[src/rtl/branch_pkg.sv]
// Shared types for the EX-stage branch unit: condition codes, FSM states, flag bundle.
package branch_pkg;

  typedef enum logic [3:0] {
    EQ = 4'd0,
    NE = 4'd1,
    LT = 4'd2,
    GE = 4'd3,
    MI = 4'd4,
    PL = 4'd5,
    VS = 4'd6,
    VC = 4'd7,
    AL = 4'd8,
    NV = 4'd15
  } br_cond_e;

  typedef enum logic [1:0] {
    IDLE     = 2'd0,
    REDIRECT = 2'd1,
    FLUSH    = 2'd2
  } br_state_e;

  typedef struct packed {
    logic z;
    logic n;
    logic v;
  } flags_t;

endpackage

[src/rtl/branch_cond_eval.sv]
// Combinational condition evaluator: flags + 4-bit condition code -> taken.
module branch_cond_eval
  import branch_pkg::*;
(
  input  flags_t     flags,
  input  logic [3:0] cond,
  output logic       taken
);

  always_comb begin
    taken = 1'b0;
    case (cond)
      EQ:      taken = flags.z;
      NE:      taken = !flags.z;
      LT:      taken = flags.n ^ flags.v;
      GE:      taken = !(flags.n ^ flags.v);
      MI:      taken = flags.n;
      PL:      taken = !flags.n;
      VS:      taken = flags.v;
      VC:      taken = !flags.v;
      AL:      taken = 1'b1;
      default: taken = 1'b0; // 9-15 (incl. NV) are never taken
    endcase
  end

endmodule

[src/rtl/branch_unit.sv]
// EX-stage branch resolver: flag register, condition check, PC redirect handshake, timed flush.
// Define BRANCH_UNIT_STATS_EN to add saturating taken/not-taken counters.
module branch_unit
  import branch_pkg::*;
#(
  parameter int XLEN         = 32,
  parameter int FLUSH_CYCLES = 2
) (
  input  logic            clk,
  input  logic            rst,
  input  logic            FlagWe,
  input  logic            Zero,
  input  logic            Neg,
  input  logic            Overflow,
  input  logic            BrValid,
  output logic            BrReady,
  input  logic [3:0]      BrCond,
  input  logic [XLEN-1:0] BrPc,
  input  logic [XLEN-1:0] BrOffset,
  output logic            RedirValid,
  input  logic            RedirReady,
  output logic [XLEN-1:0] RedirPc,
  output logic            Flush,
  output logic            Taken
`ifdef BRANCH_UNIT_STATS_EN
  ,
  output logic [31:0]     TakenCnt,
  output logic [31:0]     NotTakenCnt
`endif
);

  localparam int CW = (FLUSH_CYCLES > 2) ? $clog2(FLUSH_CYCLES) : 1;
  localparam logic [CW-1:0] CNT_LOAD = CW'((FLUSH_CYCLES > 0) ? FLUSH_CYCLES - 1 : 0);

  flags_t          flags_q;
  flags_t          flags_eff;
  logic            cond_taken;
  logic            accept;
  logic [XLEN-1:0] target;
  br_state_e       state;
  logic [CW-1:0]   cnt;

  // Same-cycle flag write is bypassed so a branch right behind its compare sees fresh flags.
  assign flags_eff = FlagWe ? flags_t'({Zero, Neg, Overflow}) : flags_q;

  branch_cond_eval u_eval (
    .flags (flags_eff),
    .cond  (BrCond),
    .taken (cond_taken)
  );

  assign BrReady    = (state == IDLE) && !rst;
  assign accept     = BrValid && BrReady;
  assign Taken      = accept && cond_taken;
  assign RedirValid = (state == REDIRECT);
  assign Flush      = (state != IDLE);
  assign target     = BrPc + BrOffset;

  always_ff @(posedge clk or posedge rst) begin
    if (rst) begin
      flags_q <= '0;
    end else if (FlagWe) begin
      flags_q <= flags_t'({Zero, Neg, Overflow});
    end
  end

  always_ff @(posedge clk or posedge rst) begin
    if (rst) begin
      state   <= IDLE;
      cnt     <= '0;
      RedirPc <= '0;
    end else begin
      case (state)
        IDLE: begin
          if (Taken) begin
            RedirPc <= target;
            state   <= REDIRECT;
          end
        end
        REDIRECT: begin
          if (RedirReady) begin
            if (FLUSH_CYCLES == 0) begin
              state <= IDLE;
            end else begin
              state <= FLUSH;
              cnt   <= CNT_LOAD;
            end
          end
        end
        FLUSH: begin
          if (cnt == '0) state <= IDLE;
          else           cnt   <= cnt - 1'b1;
        end
        default: state <= IDLE;
      endcase
    end
  end

`ifdef BRANCH_UNIT_STATS_EN
  always_ff @(posedge clk or posedge rst) begin
    if (rst) begin
      TakenCnt    <= '0;
      NotTakenCnt <= '0;
    end else if (accept) begin
      if (cond_taken) begin
        if (TakenCnt != 32'hFFFF_FFFF) TakenCnt <= TakenCnt + 32'd1;
      end else begin
        if (NotTakenCnt != 32'hFFFF_FFFF) NotTakenCnt <= NotTakenCnt + 32'd1;
      end
    end
  end
`endif

endmodule

[config.mk]
export PLATFORM = sky130hd
export DESIGN_NAME = branch_unit
export DESIGN_NICKNAME = d
export VERILOG_FILES = /design/src/rtl/branch_pkg.sv /design/src/rtl/branch_cond_eval.sv /design/src/rtl/branch_unit.sv
export SDC_FILE = /design/constraint.sdc
export NUM_CORES = 1
export LEC_CHECK = 0
export ABC_AREA = 1
export CORE_AREA = 4 4 105 107
export DETAILED_ROUTE_END_ITERATION = 12
export DIE_AREA = 0 0 109 111
export MAX_ROUTING_LAYER = met4
export PLACE_DENSITY = 0.67
export SLEW_MARGIN = 40
export SYNTH_ARGS = -nofsm -noshare
export SYNTH_HDL_FRONTEND = slang
export SYNTH_SLANG_ARGS = --single-unit
export TNS_END_PERCENT = 50
[constraint.sdc]
create_clock -name clk -period 4.5 [get_ports clk]
set_input_delay 0.9 -clock clk [delete_from_list [all_inputs] [get_ports clk]]
set_output_delay 0.9 -clock clk [all_outputs]
set_load 0.005 [all_outputs]
# [Word level (Yosys, flattened, before mapping)]
# Cells that the tools add are included.
[totals] regBits=38 latchBits=0 mem_bits_rw=0 romBits=0 out_inout_bits=36 wordCells=46 memories=0
[classes] add_sub_neg=2 n_mul=0 div_mod_pow=0 magnitude_cmp=0 eq_ne=13 shifts=0 muxes=9 bitwise_logic=1 reduce_logical=15
[op_table] operator="$add 32x32->32" count=1
[op_table] operator="$eq 4x3->1 const B" count=4
[op_table] operator="$pmux 1 s9" count=1
[op_table] operator="$eq 4x2->1 const B" count=2
[op_table] operator="$mux 2" count=3
[op_table] operator="$pmux 2 s3" count=1
[op_table] operator="$logic_not 1->1" count=5
[op_table] operator="$eq 4x1->1 const B" count=1
[op_table] operator="$eq 4x4->1 const B" count=1
[op_table] operator="$logic_not 4->1" count=1
[op_table] operator="$ne 2x2->1 const B" count=2
[op_table] operator="$reduce_and 2->1" count=2
[op_table] operator="$reduce_bool 2->1" count=2
[op_table] operator="$logic_and 1x1->1" count=3
[op_table] operator="$mux 3" count=1
[op_table] operator="$reduce_and 3->1" count=1
[op_table] operator="$eq 2x1->1 const B" count=1
[op_table] operator="$eq 2x2->1 const B" count=1
[op_table] operator="$logic_not 2->1" count=1
[op_table] operator="$mux 1" count=2
[op_table] operator="$ne 2x1->1 const B" count=1
[op_table] operator="$pmux 1 s2" count=1
[op_table] operator="$sub 1x1->1 const B" count=1
[op_table] operator="$xor 1x1->1" count=1

# [Logic depth before layout (Yosys ltp)]
[depth] word_depth=7 depth_mapped=14 mapped_depth_nobuf=14

# [Modules after synthesis]
# Synthesis repeated with hierarchy kept, for this count alone.
[hier_totals] cells_unflattened=657 hier_area_um2=3956.3
[modules_own_cells] mod="branch_unit" n_inst=1 cells_each=631 area_each_um2=3849.9 seq_area_each_um2=950.9
[modules_own_cells] mod="branch_cond_eval" n_inst=1 cells_each=26 area_each_um2=106.4 seq_area_each_um2=0.0

# [Worst setup path before layout]
# No wires, ideal clock.
[synth_path] path_kind="in2out" start="input port rst" end="output port Taken" t_arrival_ns=2.543 t_required_ns=3.600 path_slack_ns=1.057 cell_stages=6 n_path_buf=1 cell_sequence="inv_1 > nand3_1 > nor2_1 > nand2_1 > nor2_4 > buf_6"
[synth_between] elab_chain_len=4
[synth_rtl] element="start: declaration" line_no="branch_unit.sv:10" rtl="input logic rst,"
[synth_rtl] element="$logic_not 1->1 (no source line)"
[synth_rtl] element="$logic_and 1x1->1" line_no="branch_unit.sv:52" rtl="assign BrReady = (state == IDLE) && !rst;"
[synth_rtl] element="$logic_and 1x1->1" line_no="branch_unit.sv:53" rtl="assign accept = BrValid && BrReady;"
[synth_rtl] element="$logic_and 1x1->1" line_no="branch_unit.sv:54" rtl="assign Taken = accept && cond_taken;"
[synth_rtl] element="end: declaration" line_no="branch_unit.sv:24" rtl="output logic Taken"
# No other way between the ends.

# [Final worst setup path]
[layout_path] start="input port BrCond[0]" end="output port Taken"
[layout_between] elab_chain_len=3
[layout_rtl] element="start: declaration" line_no="branch_unit.sv:17" rtl="input logic [3:0] BrCond,"
[layout_rtl] element="$eq 4x4->1, or another cell as far along" line_no="branch_cond_eval.sv:12" rtl="case (cond)"
[layout_rtl] element="$pmux 1 s9 (*)" line_no="branch_cond_eval.sv:12"
[layout_rtl] element="$logic_and 1x1->1 (*)" line_no="branch_unit.sv:54"
# Mark *: on every way between the ends. The rest lies on a longest branch, timed or not.

==> metrics.yaml <==
run_status:
  outcome: "completed"
global_route:
  met2_usage_pct: 29.9
  grt_usage_pct: 18.6
  antenna_found_initial: 0
  overflow: 0
  met3_usage_pct: 1.34
  grt_use_met1_pct: 25.6
  grt.busiest_layer: "met2"
  grt_max_degree: 49
  grt_pass1_vias: 3948
  grt_pass1_wl_um: 18000
critical_path:
  cpMaxStageDelayCell: "clkdlybuf4s50_1"
  path_delay_family: "buffers and inverters"
  path_buf_inv: 2
  path_max_fanout: 5
  start_kind: "input pin"
  end_kind: "output port"
  rr_startpoint: "state[0]$_DFFE_PP0P_"
  slowest_delay_ns: 0.50
  reg2reg_setup_slack_ns: 2.77
  crit_chain: "clkdlybuf4s50_1, o31ai_1, nand2_1, nor2_1, nand2_1, nor2_4, clkdlybuf4s50_1"
  crit_type: "input pin to output port"
  crit_path_start: "BrCond[0]"
  crit_required_ns: 3.60
  cp.arrival_ns: 2.76
finish:
  area_growth_pct: 34.4
  drive_above_1_share_pct: 2.28
  mostFrequentLayoutCell: "nand2_1"
  antenna-diode-count: 0
  utilization_pct: 52.0
  fin_nets: 896
  final_area_um2: 5270
  final_cell_mix: "nand2_1, inv_1, clkdlybuf4s50_1, nor2_1, nand3_1"
die:
  die_h_um: 111
  core_um2: 10100
  ios: 112
  die_w_um: 109
  initial_core_util_pct: 38.7
  die_area_um2: 12100
  num_rows: 37
synthesis:
  synthArstFlopShare_pct: 100
  avgSynthCellArea_um2: 5.82
  yosysUniqueCellTypes: 29
  synthesis.nets: 782
  synth-seq-cells: 38
  synth-main-ff-cell: "dfrtp_1"
  synth_area_um2: 3920
  yosysWarningCount: 0
  syn_inst: 674
  seq_area_frac_synth_pct: 24.2
  synth_edf_count: 0
sta:
  tns_ns: 0
  final_max_slew_viol_count: 0
  max_freq_ghz: 0.274
  timing.final.hold_violations: 0
  finalCriticalPeriod_ns: 3.66
  fin_skew_ns: 0.00843
  period_share_pct: 81.2
  worstMarginPinSlew_ns: 0.498
  relSlewSlack_pct: 66.8
  rsz0062_at_grt: "false"
  finalSetupViolCount: 0
place:
  placed_area_um2: 5170
  io_buffers: 111
  place_congestion: 0.879
  place_hpwl_um: 9250
pwr:
  leakage_nw: 2.94
  ir_drop_uv: 125
  cellPowerDensity_nw_per_um2: 303
drt:
  vias: 4224
  drt_iter0_drc: 228
  drc: 0
  vias_per_cell: 4.57
  routed_wl_um: 10900
  drtAntennaViolNets: 0
  first_pass_iters: 4
  wire_per_inst_um: 11.7
clock_tree:
  clk_pin_slew_ns: 0.07
  cts_hold_buf: 0
  clk_latency_ns: 0.29
  numCtsBuffers: 5
  post_cts_buffers: 0
  htreeDepth: 2
  cts_tree: "yes"
  cts-root-buf: "clkbuf_8"
  clock-sinks: 38
  ctsResizeCount: 0
  clock_path_buffers: 2
worst_hold_path:
  hold_class: "register to register"
  min-delay-start: "RedirPc[1]$_DFFE_PP0P_"
flow_run:
  cap_violations: 0
cells in the mapped netlist (2+ instances only):
cell	instances	share of area [%]
nand3b_1	4	0.77
and2_1	3	0.48
nand2_1	297	28
ha_1	31	9.9
nand3_2	2	0.51
o31ai_1	2	0.38
nor2_1	49	4.7
buf_6	3	0.86
nor3_1	3	0.38
nand4_1	5	0.80
o21ai_2	2	0.45
dfrtp_1	38	24
inv_1	131	13
xnor2_1	16	3.6
nand3_1	44	5.6
o21ai_0	14	1.8
a21oi_1	18	2.3
metrics by stage:
step	setup slack (ns)	hold WS (ns)	power, mW	cells
CTS	0.876	0.486	1.61	925
global placement	0.985	0.463	1.35	917
global route	0.674	0.505	1.73	925
floorplan	1.06	0.456	0.927	674
finish	0.844	0.482	1.60	925
detailed placement	0.878	0.466	1.37	917
worst register-to-register path, stage by stage (launching register included):
cell and delay (ns):
dfrtp_1 0.38, inv_1 0.12, nand3_1 0.12, nor2_1 0.25, nand3_4 0.43, o21ai_0 0.34
report_power, final:
group	internal [mW]	leakage, nW	switching, mW	total [mW]
registers	0.473	0.476	0.0720	0.544
clock network	0.123	0.0472	0.116	0.239
logic	0.437	2.41	0.375	0.812
logic make-up after synthesis:
kind of cell / count (synthesis) / share of synthesized area [%]
AOI/OAI and AO/OA: 40 / 5.61
xor gates and xnor gates: 16 / 3.57
adders and majority gates: 32 / 10.4
buffers and inverters: 138 / 13.9
DFF: 38 / 24.2
and+or+nand+nor: 410 / 42.3
sequential cells by signal (all words and copies together) (netlist names):
signal,count
RedirPc,32
state,2
cnt,1
flags_q,3
per-layer routing:
metal / vias to the layer above / wire (µm) / part of all wire [%]
met5: - / 0 / 0
met4: 0 / 111 / 1.0
met3: 10 / 612 / 5.6
met2: 96 / 4870 / 45
met1: 1857 / 5270 / 49
li1: 2261 / - / -
worst paths after layout:
kind                                                end  depth (start not counted)
min in group asynchronous       RedirPc[31]$_DFFE_PP0P_                          3
worst max register to register   RedirPc[6]$_DFFE_PP0P_                          5
max in group asynchronous          flags_q[2]$_DFF_PP0_                          3
worst min-delay path             RedirPc[1]$_DFFE_PP0P_                          2
worst min register to register   RedirPc[1]$_DFFE_PP0P_                          2
worst max-delay path                              Taken                          7
cell type report:
type / count / area, µm²
Multi-Input combinational cell: 498 / 2430
Timing Repair Buffer: 113 / 1130
Clock buffer: 6 / 82.6
Tap cell: 136 / 170
Sequential cell: 38 / 951
Inverter: 132 / 495
Fill cell: 1056 / 4870
Clock inverter: 2 / 12.5
Note: power is estimated with default switching activity, not from simulation.
